--- config.mk ---
export PLATFORM = sky130hd
export DESIGN_NAME = servo_pwm_bank
export DESIGN_NICKNAME = d
export VERILOG_FILES = /design/src/rtl/servo_pwm_bank.sv
export SDC_FILE = /design/constraint.sdc
export NUM_CORES = 1
export LEC_CHECK = 0
export ABC_CLOCK_PERIOD_IN_PS = 3550
export CAP_MARGIN = 10
export CORE_MARGIN = 2
export CORE_UTILIZATION = 34
export DETAILED_ROUTE_END_ITERATION = 16
export HOLD_SLACK_MARGIN = 0.02
export PLACE_DENSITY = 0.47
export SLEW_MARGIN = 25
export SYNTH_ARGS = -nofsm -noshare
export SYNTH_HDL_FRONTEND = slang
export SYNTH_SLANG_ARGS = --single-unit
--- constraint.sdc ---
create_clock -name clk -period 3.55 [get_ports clk]
set_input_delay 0.355 -clock clk [delete_from_list [all_inputs] [get_ports clk]]
set_output_delay 0.355 -clock clk [all_outputs]
set_load 0.05 [all_outputs]
--- src/rtl/servo_pwm_bank.sv ---
// Multi-channel hobby-servo PWM bank. Each channel pulses high for cur[i] cycles
// at the start of every frame. Commands arrive on a valid/ready port and take
// effect only at the frame boundary (UPDATE cycle), optionally slew-limited.
module servo_pwm_bank #(
    parameter int unsigned CLK_HZ    = 100_000_000,
    parameter int unsigned PERIOD_US = 20_000,
    parameter int unsigned MIN_US    = 1_000,
    parameter int unsigned MAX_US    = 2_000,
    parameter int unsigned N_CH      = 2,
    parameter int unsigned CMD_W     = 8,
    parameter int unsigned SLEW_CYC  = 0,
    localparam int unsigned CH_W     = (N_CH > 1) ? $clog2(N_CH) : 1
) (
    input  logic             clk,
    input  logic             rst,
    input  logic             cmd_valid,
    output logic             cmd_ready,
    input  logic [CH_W-1:0]  cmd_ch,
    input  logic [CMD_W-1:0] cmd_pos,
    input  logic             cmd_en,
    output logic             cmd_err,
    output logic             frame_tick,
    output logic [N_CH-1:0]  servo
);

    localparam int unsigned CYC_PER_US = CLK_HZ / 1_000_000;
    localparam int unsigned PERIOD_CYC = CYC_PER_US * PERIOD_US;
    localparam int unsigned CNT_W      = $clog2(PERIOD_CYC);
    localparam int unsigned MIN_CYC    = CYC_PER_US * MIN_US;
    localparam int unsigned MAX_CYC    = CYC_PER_US * MAX_US;
    localparam int unsigned STEP_CYC   = (MAX_CYC - MIN_CYC) / ((2 ** CMD_W) - 1);
    localparam int unsigned MID_CYC    = MIN_CYC + STEP_CYC * (2 ** (CMD_W - 1));

    localparam logic [CNT_W-1:0] C_LAST    = CNT_W'(PERIOD_CYC - 1);
    localparam logic [CNT_W-1:0] C_PRELAST = CNT_W'(PERIOD_CYC - 2);
    localparam logic [CNT_W-1:0] C_MIN     = CNT_W'(MIN_CYC);
    localparam logic [CNT_W-1:0] C_STEP    = CNT_W'(STEP_CYC);
    localparam logic [CNT_W-1:0] C_MID     = CNT_W'(MID_CYC);
    localparam logic [CNT_W-1:0] C_SLEW    = CNT_W'(SLEW_CYC);

    logic [CNT_W-1:0] r_cnt;
    logic             r_ready;
    logic             r_err;
    logic             r_tick;
    logic [N_CH-1:0]  r_servo;
    logic [N_CH-1:0]  r_en_pend;
    logic [N_CH-1:0]  r_en_act;
    logic [CNT_W-1:0] r_tgt [N_CH];
    logic [CNT_W-1:0] r_cur [N_CH];
    logic [CNT_W-1:0] w_cur_nxt [N_CH];
    logic [CNT_W-1:0] w_cmd_tgt;
    logic             w_update;
    logic             w_accept;
    logic             w_ch_bad;

    assign w_update  = (r_cnt == C_LAST);
    assign w_accept  = cmd_valid && r_ready;
    assign w_ch_bad  = (32'(cmd_ch) >= N_CH);
    assign w_cmd_tgt = C_MIN + CNT_W'(cmd_pos) * C_STEP;

    assign cmd_ready  = r_ready;
    assign cmd_err    = r_err;
    assign frame_tick = r_tick;
    assign servo      = r_servo;

    // Frame counter: 0..PERIOD_CYC-1, wrapping after the UPDATE cycle
    always_ff @(posedge clk or negedge rst) begin
        if (!rst) begin
            r_cnt <= '0;
        end else if (w_update) begin
            r_cnt <= '0;
        end else begin
            r_cnt <= r_cnt + CNT_W'(1);
        end
    end

    // Registered status strobes; ready is dropped one cycle early so it is low exactly in UPDATE
    always_ff @(posedge clk or negedge rst) begin
        if (!rst) begin
            r_ready <= 1'b0;
            r_tick  <= 1'b0;
            r_err   <= 1'b0;
        end else begin
            r_ready <= (r_cnt != C_PRELAST);
            r_tick  <= (r_cnt == '0);
            r_err   <= w_accept && w_ch_bad;
        end
    end

    // Next applied width per channel: jump to target, or step toward it by at most SLEW_CYC
    always_comb begin
        for (int unsigned i = 0; i < N_CH; i++) begin
            w_cur_nxt[i] = r_tgt[i];
            if (SLEW_CYC != 0) begin
                if ((r_tgt[i] > r_cur[i]) && ((r_tgt[i] - r_cur[i]) > C_SLEW)) begin
                    w_cur_nxt[i] = r_cur[i] + C_SLEW;
                end else if ((r_cur[i] > r_tgt[i]) && ((r_cur[i] - r_tgt[i]) > C_SLEW)) begin
                    w_cur_nxt[i] = r_cur[i] - C_SLEW;
                end
            end
        end
    end

    // Channel state: commands land in pending/target, UPDATE moves them to the active set
    always_ff @(posedge clk or negedge rst) begin
        if (!rst) begin
            r_en_pend <= '0;
            r_en_act  <= '0;
            for (int unsigned i = 0; i < N_CH; i++) begin
                r_tgt[i] <= C_MID;
                r_cur[i] <= C_MID;
            end
        end else begin
            for (int unsigned i = 0; i < N_CH; i++) begin
                if (w_accept && (cmd_ch == CH_W'(i))) begin
                    r_tgt[i]     <= w_cmd_tgt;
                    r_en_pend[i] <= cmd_en;
                end
                if (w_update) begin
                    r_en_act[i] <= r_en_pend[i];
                    r_cur[i]    <= w_cur_nxt[i];
                end
            end
        end
    end

    // PWM outputs, one cycle behind the counter so they line up with frame_tick
    always_ff @(posedge clk or negedge rst) begin
        if (!rst) begin
            r_servo <= '0;
        end else begin
            for (int unsigned i = 0; i < N_CH; i++) begin
                r_servo[i] <= r_en_act[i] && (r_cnt < r_cur[i]);
            end
        end
    end

endmodule

==> impl.org, run 1 <==
** Clocking
- Clock latency on the worst-skew pair :: 350 ps
- The clock net in this run drives a total of 89 sinks.
- Clock edge transition at the registers on the reported setup and hold paths :: 70 ps
- Buffer depth of the longest clock path :: 2
- Cts-stage hold buffer count :: 0
- Buffers inserted during post-CTS setup optimization :: 0
- The H-tree was split into 3 levels.
- Number of CTS-inserted buffers :: 9
- Cell at the root of the clock tree :: sky130_fd_sc_hd__clkbuf_16
- TritonCTS clock tree :: yes

** Worst setup path
- STA classifies the critical path endpoint as a register.
- By startpoint and endpoint, the worst setup path is classified as primary input to register.
- The worst setup path is launched from a primary input.
- Data arrival time of the worst path :: 3610 ps
- Of all nets on the critical path, the largest fanout is 4.
- For the worst setup path, the data required time is 3780 ps.

** Cells and area
- Relative to the synthesized area, the layout overhead comes to 18.1%.
- The repair_antennas step left the layout with diodes totalling 0.
- Core occupancy in the finished layout :: 40.9%
- Commonest cells after routing, fill and taps aside :: sky130_fd_sc_hd__dfrtp_1 (65), sky130_fd_sc_hd__nand2_1 (62), sky130_fd_sc_hd__o21ai_0 (59)
- Post-route non-filler standard cell count :: between 700 and 800
- Most frequent standard cell in the layout excluding fill and tap cells :: sky130_fd_sc_hd__dfrtp_1
- Final net count :: 621
- Cells with a size suffix above 1 make up between 10% and 20% of the layout.

** Pwr
- Sequential cells account for 44.7% of the total power.
- Combinational group share of total power :: 21.5%
- In this run, the clock network consumes 33.7% of the power.
- Pwr/cell area :: 461 mW/mm2
- Switching Power :: around 0.00075 W
- Internal power :: 0.00198 W
- For this design the static power due to leakage is between 2 and 3 nW.
- IR analysis of the VDD net gives a maximum drop of 0.225 mV.
- Net switching is 27.5% of the power.

** Timing
- Tcrit/Tclk final :: between 90% and 100%
- Normalized max-slew margin :: around two fifths
- Setup repair after global routing left no endpoint under its margin.
- Slew at the pin closest to its max-slew limit :: 916 ps
- Final setup skew :: between 10 and 15 ps
- The final number of max-transition violations came to 0.
- Across all setup checks in the final design, the least slack found is 165 ps.
- Setup Total Neg Slack :: 0 ps
- The smallest clock period supported by the final layout is computed as 3390 ps.
- Final number of setup-violating endpoints :: 0
- Hold violation count in the final report :: 0
- Hold is met by 45.2 ps.
- Static timing analysis puts the maximum clock frequency at 295 MHz.

** Die
- Once the floorplan was initialized, standard cells occupied 34.6% of the core.
- Die width :: 125 um
- Die Ht :: 125 um
- The die covers 0.0157 mm2.
- Std-Cell Rows :: 44
- The core region is 0.0145 mm2.
- During I/O placement, the number of pins put on the boundary was 18.

** Synthesis
- Top cells by area, synth :: sky130_fd_sc_hd__dfrtp_1 (32%), sky130_fd_sc_hd__ha_1 (15%), sky130_fd_sc_hd__dfstp_2 (13%)
- For this run, the number of Yosys warnings is 0.
- Synthesis instantiated 49 different standard cells from the library.
- In this run, synthesis inferred 0 flip-flops with an integrated enable.
- Post-synth top area cell :: sky130_fd_sc_hd__dfrtp_1
- Seq/Total Area, Yosys :: 45.0%
- After synthesis, the mean cell area works out to about 10 um2.
- Post-Syn Instances :: 498
- After synthesis the cells add up to 0.00501 mm2.
- Of all flip-flops after synthesis, the portion carrying an async set or reset was 100%.
- Syn nets :: 574
- The top cell type by area accounts for between 30% and 40% of the synthesized area.
- Counting flops and latches in the post-synthesis netlist gives ~90.
- Main flop type after synthesis :: sky130_fd_sc_hd__dfrtp_1

** Place
- Number of buffer cells added on primary ports :: 16
- At the end of routability-driven placement, the weighted congestion stood at 0.740.
- Cell Count Post-Placement :: 718
- Placement Setup Slack :: -407 ps
- Detail Placement HPWL :: 7760 um

** GRT
- Entering global routing, the biggest net connects 83 pins.
- The first global-routing pass estimated roughly 18000 um of wire.
- Number of global-route vias before repair :: 3644
- The number of antenna violations at the first check in global routing was 0.
- Summed over all layers, the global routing overflow is 0.
- Overall global routing resource usage :: 14.3%

** Status
- The flow ran to the end, and the final reports show no timing, DRC or antenna violations.

** Drt
- Starting DRT DRC Count :: around 170
- Routed len/inst :: 14.0 um
- For this run, the detailed router's first-pass iteration total came to 4.
- Detailed-route vias per instance :: around 4.9
- Summed over all layers, the routed wires come to approximately 10000 um.
- Total DRC errors in the routed layout :: 0
- The routed layout has between 3000 and 4000 vias.
- In this run the remaining antenna-violating nets after routing total 0.

** Job
- The tool flagged a number of max-cap violations equal to 0.

** Worst hold path
- Worst min path class :: primary input to asynchronous set/reset pin
power by group through the flow:
stage	clock network, W	logic (W)	registers [W]
floorplan	0	0.000369	0.00122
global placement	0	0.000577	0.00124
detailed placement	0	0.000591	0.00124
CTS	0.000958	0.000597	0.00122
global route	0.000997	0.000675	0.00124
finish	0.000921	0.000588	0.00122
logic make-up (layout without fill, tap and decap cells):
family / Yosys count / count (layout) / share of synthesized area (%)
muxes: 12 / 12 / 2.69
buffers and inverters: 54 / 106 / 4.27
DFF: 89 / 89 / 45.0
other: 1 / 1 / 0.0748
and+or+nand+nor: 146 / 146 / 14.6
AOI/OAI and AO/OA: 103 / 103 / 12.0
adders and majority gates: 63 / 63 / 16.2
xor gates and xnor gates: 30 / 30 / 5.24
registers in the layout, summed over array words and instances (netlist names):
signal and flops:
r_en_pend 2, r_cnt 21, r_en_act 2, frame_tick 1, r_tgt 30, cmd_ready 1, servo 2, r_cur 30
worst max-delay path, cell delays in order:
cell                              delay [ps]
sky130_fd_sc_hd__clkdlybuf4s50_1         420
sky130_fd_sc_hd__ha_1                    320
sky130_fd_sc_hd__fa_1                    460
sky130_fd_sc_hd__ha_1                    340
sky130_fd_sc_hd__inv_1                   100
sky130_fd_sc_hd__fa_2                    250
sky130_fd_sc_hd__nor2b_4                  50
sky130_fd_sc_hd__o311a_1                 300
sky130_fd_sc_hd__or4_1                   390
sky130_fd_sc_hd__and3_4                  200
sky130_fd_sc_hd__and3_4                  170
sky130_fd_sc_hd__o31a_1                  260
layout make-up:
cell class	count	area (um2)
Tap cell	184	230
Multi-Input combinational cell	355	2570
Clock buffer	11	253
Timing Repair Buffer	51	422
Inverter	39	146
Fill cell	1446	8560
Clock inverter	5	38.8
Sequential cell	89	2260
what timing repair did:
action / CTS / global route
gates resized for setup: 4 / 4
setup endpoints to repair: 2 / 8
hold endpoints to repair: 0 / 0
pin swaps: 2 / 2
path summary, 6_finish.rpt:
path / startpoint / endpoint / slack [ps] / depth (start not counted)
max in group asynchronous: rst / r_tgt[32]$_DFFE_PN1P_ / 2770 / 2
min in group clk: r_tgt[10]$_DFFE_PN0P_ / r_cur[10]$_DFFE_PN0N_ / 480 / 2
min reg2reg: r_tgt[10]$_DFFE_PN0P_ / r_cur[10]$_DFFE_PN0N_ / 480 / 2
min: rst / r_cnt[2]$_DFF_PN0_ / 50 / 1
max reg2reg: r_cnt[12]$_DFF_PN0_ / r_cur[24]$_DFFE_PN0N_ / 1300 / 5
max: cmd_pos[3] / r_tgt[16]$_DFFE_PN0P_ / 160 / 12
synth_stat cells, types with 2 or more instances:
cell type,count
sky130_fd_sc_hd__dfrtp_1,65
sky130_fd_sc_hd__nand2_1,62
sky130_fd_sc_hd__ha_1,60
sky130_fd_sc_hd__o21ai_0,60
sky130_fd_sc_hd__inv_1,39
sky130_fd_sc_hd__dfstp_2,24
sky130_fd_sc_hd__nand3_1,17
sky130_fd_sc_hd__nor2_1,17
sky130_fd_sc_hd__xnor2_1,15
sky130_fd_sc_hd__xor2_1,15
sky130_fd_sc_hd__a21oi_1,14
sky130_fd_sc_hd__clkbuf_1,12
sky130_fd_sc_hd__mux2_2,12
sky130_fd_sc_hd__a21o_1,10
sky130_fd_sc_hd__nand4_1,7
sky130_fd_sc_hd__and3_1,6
sky130_fd_sc_hd__nor2b_1,5
sky130_fd_sc_hd__nor4_1,5
sky130_fd_sc_hd__nand2b_1,4
sky130_fd_sc_hd__nor3_1,4
sky130_fd_sc_hd__a211oi_1,3
sky130_fd_sc_hd__fa_1,3
sky130_fd_sc_hd__nand3b_1,3
sky130_fd_sc_hd__o211ai_1,3
sky130_fd_sc_hd__or4_1,3
sky130_fd_sc_hd__a41oi_1,2
sky130_fd_sc_hd__and3_4,2
sky130_fd_sc_hd__nor3b_1,2
sky130_fd_sc_hd__o21a_1,2
sky130_fd_sc_hd__o31a_1,2
sky130_fd_sc_hd__or3_1,2
per-stage QoR:
step	total power [W]	area (um2)
2_1_floorplan	0.00159	5010
4_1_cts	0.00278	5910
3_3_place_gp	0.00181	5600
5_1_grt	0.00291	5920
3_5_place_dp	0.00183	5600
6_report	0.00273	5920
metal layers:
metal  vias up  wire (um)  track usage (%)
met3        17        410             2.52
met2        57       4700             21.7
met5         -          0                0
met1      1674       4930             20.0
met4         0        251             6.27
li1       1825          -                -
(Power assumes the default switching activity.)
==> run 2, diff against run 1 <==
--- a/config.mk
+++ b/config.mk
@@ -5,6 +5,7 @@
 export SDC_FILE = /design/constraint.sdc
 export NUM_CORES = 1
 export LEC_CHECK = 0
+export ABC_AREA = 1
 export ABC_CLOCK_PERIOD_IN_PS = 3550
 export CAP_MARGIN = 10
 export CORE_MARGIN = 2
==> run 2 against run 1 <==
Compared with the run above:
- cell count grew 22%
- highest routed layer unchanged
- area after synthesis grew 12%
- global-route usage grew 1.1 points
- largest power group unchanged
- register-to-register slack gained 70 ps
- worst setup slack gained 110 ps
- first-iteration DRC count grew 33%
==> impl.org, run 2 <==
** Place
- The HPWL after detailed placement is 9690 um (+25%).
- Routability Congestion :: 0.844 (+14%)
- Placement Setup Slack :: -125 ps (+283 ps)
- Number of buffer cells added on primary ports :: 16 (unchanged)

** Timing
- Tcrit/Tclk final :: 92.2% (-3.1 points)
- Unrepaired setup endpoints after global routing :: no
- The smallest setup slack after layout was 276 ps (+111 ps).
- The worst slew slack as a fraction of its limit was 52.5% (+14 points).
- The pin slew with the least headroom to its limit came to 713 ps (-203 ps).
- Hold violation count in the final report :: 0 (unchanged)
- The upper clock frequency limit was 305 MHz (+3.4%).
- Final setup skew :: 11.5 ps (+0.915 ps)
- The total of endpoints with negative setup slack in the final report came to 0 (unchanged).
- Fin crit period :: 3270 ps (-111 ps)
- Setup Total Neg Slack :: 0 ps (unchanged)
- Number of pins with negative max-slew slack in the final report :: 0 (unchanged)

** Drt
- Total wirelength of the detailed-routed design :: 12500 um (+21%)
- Detailed-route vias per instance :: 4.67 (-4.2%)
- Vias post-DR :: 4166 (+17%)
- The count of nets left with antenna violations after detail routing was 0 (unchanged).
- The remaining design rule violation count is 0 (unchanged).
- Starting DRT DRC Count :: 220 (+33%)
- Routed len/inst :: 14.0 um (-0.30%)
- The first-pass iteration count of the detailed router is 6 (+2).

** Pwr
- PnR Total Power :: 0.00270 W (-1.2%)
- Pwr/cell area :: 427 mW/mm2 (-7.4%)
- The static leakage came to 3.11 nW (+18%).
- Worst supply voltage drop on vdd :: 0.230 mV (+2.2%)

** Cells and area
- Core occupancy in the finished layout :: 39.5% (-1.4 points)
- The fraction of layout cells with a size suffix above 1 was 18.6% (+0.43 points).
- Most frequent standard cell in the layout excluding fill and tap cells :: sky130_fd_sc_hd__nand2_1
- Count of inserted antenna diode cells :: 0 (unchanged)
- The net total in the final layout came to 748 (+20%).
- Area growth from synthesis to layout :: 12.9%
- The largest registers in the layout are r_cur x30, r_tgt x30, r_cnt x21.
- The library cells used most frequently in the layout, excluding fill and tap cells, are sky130_fd_sc_hd__nand2_1 (135), sky130_fd_sc_hd__inv_1 (90), sky130_fd_sc_hd__dfrtp_1 (65).

** Die
- Die Ht :: 132 um (+5.5%)
- The number of rows created at floorplan was 46 (+4.5%).
- Die width :: 132 um (+5.5%)
- The area of the core region was 0.0160 mm2 (+11%).
- Initial core utilization :: 35.0% (+0.33 points)
- The number of top-level pins came to 18 (unchanged).
- Area enclosed by the die boundary :: 0.0175 mm2 (+11%)

** GRT
- Antenna violations before repair :: 0 (unchanged)
- The maximum number of pins on one net before global-route repair was 80 (-3.6%).
- Number of global-route vias before repair :: 4309 (+18%)
- Overall overflow remaining after global route :: 0 (unchanged)
- Overall global routing resource usage :: 15.4% (+1.1 points)
- Wire length of the first global-routing pass :: 21400 um (+19%)

** Synthesis
- Top cells by area, synth :: sky130_fd_sc_hd__dfrtp_1 (29%), sky130_fd_sc_hd__ha_1 (13%), sky130_fd_sc_hd__dfstp_2 (11%)
- The number of warning messages in the yosys log is 0 (unchanged).
- The register bit count reported by yosys is 89 (unchanged).
- Cell with the most instances after synthesis :: sky130_fd_sc_hd__nand2_1
- The net count of the mapped netlist is 721 (+26%).
- The number of enable-type register cells in the synthesized netlist was 0 (unchanged).
- Commonest cells post-synth :: sky130_fd_sc_hd__nand2_1 (135), sky130_fd_sc_hd__inv_1 (90), sky130_fd_sc_hd__dfrtp_1 (65)
- The sequential fraction of the synthesis area is 40.3% (-4.7 points).
- Post-synth top area cell :: sky130_fd_sc_hd__dfrtp_1
- Number of distinct library cell variants in the gate-level netlist after synthesis :: 44 (-10%)
- Synth top area share :: 29.1% (-3.4 points)
- Async set or reset register ratio after synthesis :: 100% (unchanged)
- The per-instance average area after synthesis came to 8.67 um2 (-14%).
- The summed instance area of the synthesized netlist is 0.00560 mm2 (+12%).
- Post-Syn Instances :: 645 (+30%)
- In the synthesized netlist the dominant register cell turns out to be sky130_fd_sc_hd__dfrtp_1.

** Clocking
- The setup fix buffers added after clock tree synthesis was 0 (unchanged).
- Clock tree synthesis selected as its root buffer the cell sky130_fd_sc_hd__clkbuf_16.
- The post-CTS resize count was 0 (-4).
- The clock-pin slew on the worst setup and hold paths is 70 ps (about the same).
- Clock latency on the worst-skew pair :: 350 ps (about the same)
- The total CTS buffers was 9 (unchanged).
- TritonCTS built the clock tree.
- Maximum level of the CTS H-tree :: 3 (unchanged)
- Buffer depth of the longest clock path :: 2 (unchanged)
- The total number of clock tree sinks came to 89 (unchanged).
- Cts-stage hold buffer count :: 0 (unchanged)

** Worst setup path
- STA classifies the critical path endpoint as a register.
- CP required :: 3790 ps (about the same)
- Data arrival time of the worst path :: 3510 ps (-100 ps)
- Category of the critical setup timing path :: primary input to register
- The maximum fanout count along the critical path was 4 (unchanged).
- Kind of start point of the critical path :: primary input

** Status
- Result of the run :: complete, no violations

** Worst hold path
- The min-delay analysis places its worst path in the category primary input to asynchronous set/reset pin.

** Job
- The number of max-capacitance violations reported came to 0 (unchanged).
[run 2: final timing paths]
check | start | slack (ps) | cells past startpoint | to
worst max-delay path | cmd_pos[2] | 280 | 17 | r_tgt[16]$_DFFE_PN0P_
worst min-delay path | rst | 30 | 1 | r_cnt[17]$_DFF_PN0_
worst max register to register | r_cnt[7]$_DFF_PN0_ | 1370 | 8 | r_cur[7]$_DFFE_PN1N_
worst min register to register | r_tgt[38]$_DFFE_PN1P_ | 480 | 2 | r_tgt[38]$_DFFE_PN1P_
max in group asynchronous | rst | 2890 | 2 | r_cnt[5]$_DFF_PN0_
min in group clk | r_tgt[38]$_DFFE_PN1P_ | 480 | 2 | r_tgt[38]$_DFFE_PN1P_
[run 2: layer usage]
layer | GRT usage, % | up-vias | routed length [um]
met5 | 0 | - | 0
met4 | 6.99 | 0 | 374
met3 | 2.08 | 27 | 202
met2 | 24.7 | 49 | 5890
met1 | 20.7 | 1938 | 6010
li1 | - | 2152 | -
[run 2: cell type report]
class	count	area (um2)
Fill cell	1672	9690
Multi-Input combinational cell	446	2840
Sequential cell	89	2260
Inverter	96	360
Timing Repair Buffer	30	279
Tap cell	216	270
Clock buffer	10	229
Clock inverter	6	75.1
[run 2: power breakdown]
| part | internal [W] | switching [W] |
|---|---|---|
| sequential | 0.00115 | 0.0000815 |
| combinational | 0.000201 | 0.000285 |
| clock | 0.000556 | 0.000420 |
[run 2: cells by family after synthesis]
| family | after synthesis | synth area share, % |
|---|---|---|
| AOI/OAI and AO/OA | 80 | 9.68 |
| xor gates and xnor gates | 19 | 2.97 |
| adders and majority gates | 63 | 14.5 |
| buffers and inverters | 110 | 8.83 |
| DFF | 89 | 40.3 |
| other | 1 | 0.0670 |
| and+or+nand+nor | 283 | 23.6 |
[run 2: critical path: stages]
cell                              delay, ps
sky130_fd_sc_hd__clkdlybuf4s50_1        560
sky130_fd_sc_hd__ha_1                   280
sky130_fd_sc_hd__fa_1                   470
sky130_fd_sc_hd__ha_1                   310
sky130_fd_sc_hd__ha_1                   220
sky130_fd_sc_hd__inv_1                   70
sky130_fd_sc_hd__fa_1                   430
sky130_fd_sc_hd__inv_1                   90
sky130_fd_sc_hd__nor2_1                  40
sky130_fd_sc_hd__nand2_1                 80
sky130_fd_sc_hd__nand2_1                 70
sky130_fd_sc_hd__nor2_1                 160
sky130_fd_sc_hd__nand3_1                110
sky130_fd_sc_hd__nand2_1                 70
sky130_fd_sc_hd__nand2_1                 60
sky130_fd_sc_hd__nand3_1                 60
sky130_fd_sc_hd__nand2_1                 60
[run 2: metrics by stage]
stage / hold WS [ps] / std cells / area (um2)
5_1_grt: 98.1 / 893 / 6310
2_1_floorplan: 59.4 / 645 / 5600
3_3_place_gp: 461 / 877 / 6010
6_report: 29.6 / 893 / 6310
4_1_cts: 220 / 893 / 6310
3_5_place_dp: 468 / 877 / 6010
==> run 3, diff against run 2 <==
--- a/config.mk
+++ b/config.mk
@@ -8,11 +8,13 @@
 export ABC_AREA = 1
 export ABC_CLOCK_PERIOD_IN_PS = 3550
 export CAP_MARGIN = 10
+export CELL_PAD_IN_SITES_DETAIL_PLACEMENT = 0
+export CELL_PAD_IN_SITES_GLOBAL_PLACEMENT = 1
 export CORE_MARGIN = 2
 export CORE_UTILIZATION = 34
 export DETAILED_ROUTE_END_ITERATION = 16
 export HOLD_SLACK_MARGIN = 0.02
-export PLACE_DENSITY = 0.47
+export PLACE_DENSITY = 0.58
 export SLEW_MARGIN = 25
 export SYNTH_ARGS = -nofsm -noshare
 export SYNTH_HDL_FRONTEND = slang
==> run 3 against run 2 <==
Compared with the run above:
- utilization is 0.26 points higher
- routed wire length up 2.7%
- cell count grew 0.34%
- flip-flop and latch count is the same
- via count did not move
- worst hold slack improved by 14 ps
- maximum frequency grew 1.8%
- register-to-register slack got worse by 150 ps
- non-clock buffer count grew 3
- critical path type unchanged
- critical endpoint unchanged
- largest cell class unchanged
- highest routed layer unchanged
==> impl.org, run 3 (synthesis gave the netlist of run 2 again) <==
** Status
- The flow ran to the end, and the final reports show no timing, DRC or antenna violations.

** Clocking
- The total CTS buffers is 9 (unchanged).
- The number of H-tree levels is 3 (unchanged).
- Buffer depth of the longest clock path :: 2 (unchanged)
- TritonCTS Sinks :: 89 (unchanged)
- Cells resized by post-CTS repair :: 0 (unchanged)
- The insertion delay to the later sink of the worst-skew pair was 350 ps (about the same).
- TritonCTS clock tree :: yes
- Cts-stage hold buffer count :: 0 (unchanged)
- Clock edge transition at the registers on the reported setup and hold paths :: 70 ps (about the same)
- CTS placed an instance of sky130_fd_sc_hd__clkbuf_16 at the clock tree root.
- Buffers inserted during post-CTS setup optimization :: 0 (unchanged)

** GRT
- Maximum number of pins on one net before global-route repair :: 58 (-28%)
- The wire length of the first global-routing pass was 21700 um (+1.4%).
- Overall global routing resource usage :: 15.9% (+0.51 points)
- Number of global-route vias before repair :: 4270 (-0.91%)
- Antenna violations before repair :: 0 (unchanged)
- Overall overflow remaining after global route :: 0 (unchanged)

** Die
- The number of rows created at floorplan came to 46 (unchanged).
- Die Ht :: 132 um (unchanged)
- Initial core utilization :: 35.0% (unchanged)
- The number of top-level pins came to 18 (unchanged).
- Die width :: 132 um (unchanged)
- Core region area :: 0.0160 mm2 (unchanged)
- The area of the die came to 0.0175 mm2 (unchanged).

** Timing
- Fin crit period :: 3220 ps (-57.4 ps)
- The number of hold-slack violations in the final timing report is 0 (unchanged).
- The total of endpoints with negative setup slack in the final report is 0 (unchanged).
- Setup repair after global routing left no endpoint under its margin.
- The worst hold margin came to 43.8 ps (+14.2 ps).
- Final setup skew :: 6.60 ps (-4.90 ps)
- Tcrit/Tclk final :: 90.6% (-1.6 points)
- Max Fclk :: 311 MHz (+1.8%)
- The worst slew slack as a fraction of its limit was 45.0% (-7.5 points).
- Setup Total Neg Slack :: 0 ps (unchanged)
- The final number of max-transition violations was 0 (unchanged).
- The pin slew with the least headroom to its limit came to 823 ps (+111 ps).

** Drt
- Detailed-route vias per instance :: 4.65 (-0.33%)
- The wire length reported by the detailed router is 12800 um (+2.7%).
- The average wire length per cell after detail routing is 14.3 um (+2.3%).
- The via total after detailed routing is 4166 (unchanged).
- The first-iteration detailed-routing DRC count was 248 (+13%).
- Number of detailed-routing iterations run before antenna repair :: 4 (-2)
- Antenna Nets Post-Route :: 0 (unchanged)
- The remaining design rule violation count came to 0 (unchanged).

** Worst setup path
- STA classifies the critical path startpoint as a primary input.
- Data arrival time of the worst path :: 3460 ps (-50 ps)
- Category of the critical setup timing path :: primary input to register
- The register-to-register setup slack came to 1220 ps (-150 ps).
- STA classifies the critical path endpoint as a register.
- The maximum fanout count along the critical path came to 3 (-1).
- CP required :: 3790 ps (about the same)

** Worst hold path
- The tightest min-delay check is of the primary input to asynchronous set/reset pin type.

** Pwr
- Pwr/cell area :: 436 mW/mm2 (+2.1%)
- Worst supply voltage drop on vdd :: 0.233 mV (+1.6%)
- Static leakage :: 3.14 nW (+0.90%)

** Job
- Number of maximum-capacitance violations :: 0 (unchanged)

** Cells and area
- Commonest cells after routing, fill and taps aside :: sky130_fd_sc_hd__nand2_1 (135), sky130_fd_sc_hd__inv_1 (90), sky130_fd_sc_hd__dfrtp_1 (65)
- Area growth from synthesis to layout :: 13.6%
- The largest registers in the layout are r_cur x30, r_tgt x30, r_cnt x21.
- The number of fillers in the final layout came to 1708 (+2.2%).
- Leaving out fill and tap cells, the most frequent cell in the layout is sky130_fd_sc_hd__nand2_1.
- The number of antenna cells inserted came to 0 (unchanged).
- Final net count :: 751 (+0.40%)
- Fraction of layout cells with a size suffix above 1 :: 19.1% (+0.51 points)

** Place
- The number of buffer cells added on primary ports came to 16 (unchanged).
- The HPWL after detailed placement was 10000 um (+3.4%).
- Routability Congestion :: 0.831 (-1.6%)
-- run 3: where the power goes --
group	internal, W	switching (W)
logic	0.000201	0.000287
clock network	0.000624	0.000428
registers	0.00115	0.0000783
-- run 3: final timing paths --
path,start,endpoint,depth (start not counted)
worst max-delay path,cmd_pos[2],r_tgt[16]$_DFFE_PN0P_,17
worst min-delay path,rst,r_cnt[10]$_DFF_PN0_,2
worst max register to register,r_cnt[8]$_DFF_PN0_,r_en_act[0]$_DFFE_PN0N_,9
worst min register to register,r_tgt[32]$_DFFE_PN1P_,r_cur[32]$_DFFE_PN1N_,2
max in group asynchronous,rst,r_cur[25]$_DFFE_PN0N_,2
min in group clk,r_tgt[32]$_DFFE_PN1P_,r_cur[32]$_DFFE_PN1N_,2
-- run 3: layout make-up --
class	count	area [um2]	share of cell area, %
inverters	96	360	5.67
repair buffers	33	298	4.69
multi-input cells	446	2840	44.7
clock inverters	7	101	1.59
clock buffers	9	225	3.54
flip-flops and latches	89	2260	35.5
well taps	216	270	4.25
-- run 3: critical path, stage by stage --
cell	delay, ps
sky130_fd_sc_hd__clkdlybuf4s50_1	530
sky130_fd_sc_hd__ha_1	270
sky130_fd_sc_hd__fa_1	470
sky130_fd_sc_hd__ha_1	310
sky130_fd_sc_hd__ha_1	210
sky130_fd_sc_hd__inv_1	70
sky130_fd_sc_hd__fa_1	420
sky130_fd_sc_hd__inv_1	80
sky130_fd_sc_hd__nor2_1	40
sky130_fd_sc_hd__nand2_1	80
sky130_fd_sc_hd__nand2_1	70
sky130_fd_sc_hd__nor2_1	160
sky130_fd_sc_hd__nand3_1	120
sky130_fd_sc_hd__nand2_1	70
sky130_fd_sc_hd__nand2_1	60
sky130_fd_sc_hd__nand3_1	60
sky130_fd_sc_hd__nand2_1	60
-- run 3: per-stage QoR --
stage               instance area (um2)  util (%)  power (W)  setup slack (ps)  instances
detailed placement                 6030      37.7    0.00175             -50.1        880
CTS                                6360      39.7    0.00282               301        896
floorplan                          5600         -    0.00157               634        645
global route                       6360      39.7    0.00295               116        896
finish                             6360      39.7    0.00277               334        896
global placement                   6030      37.7    0.00174             -11.7        880
-- run 3: layer usage --
metal  wire length (um)  global-route usage (%)
met5                  0                       0
met4                309                    6.69
met3                252                    2.58
met2               5970                    25.8
met1               6280                    21.1
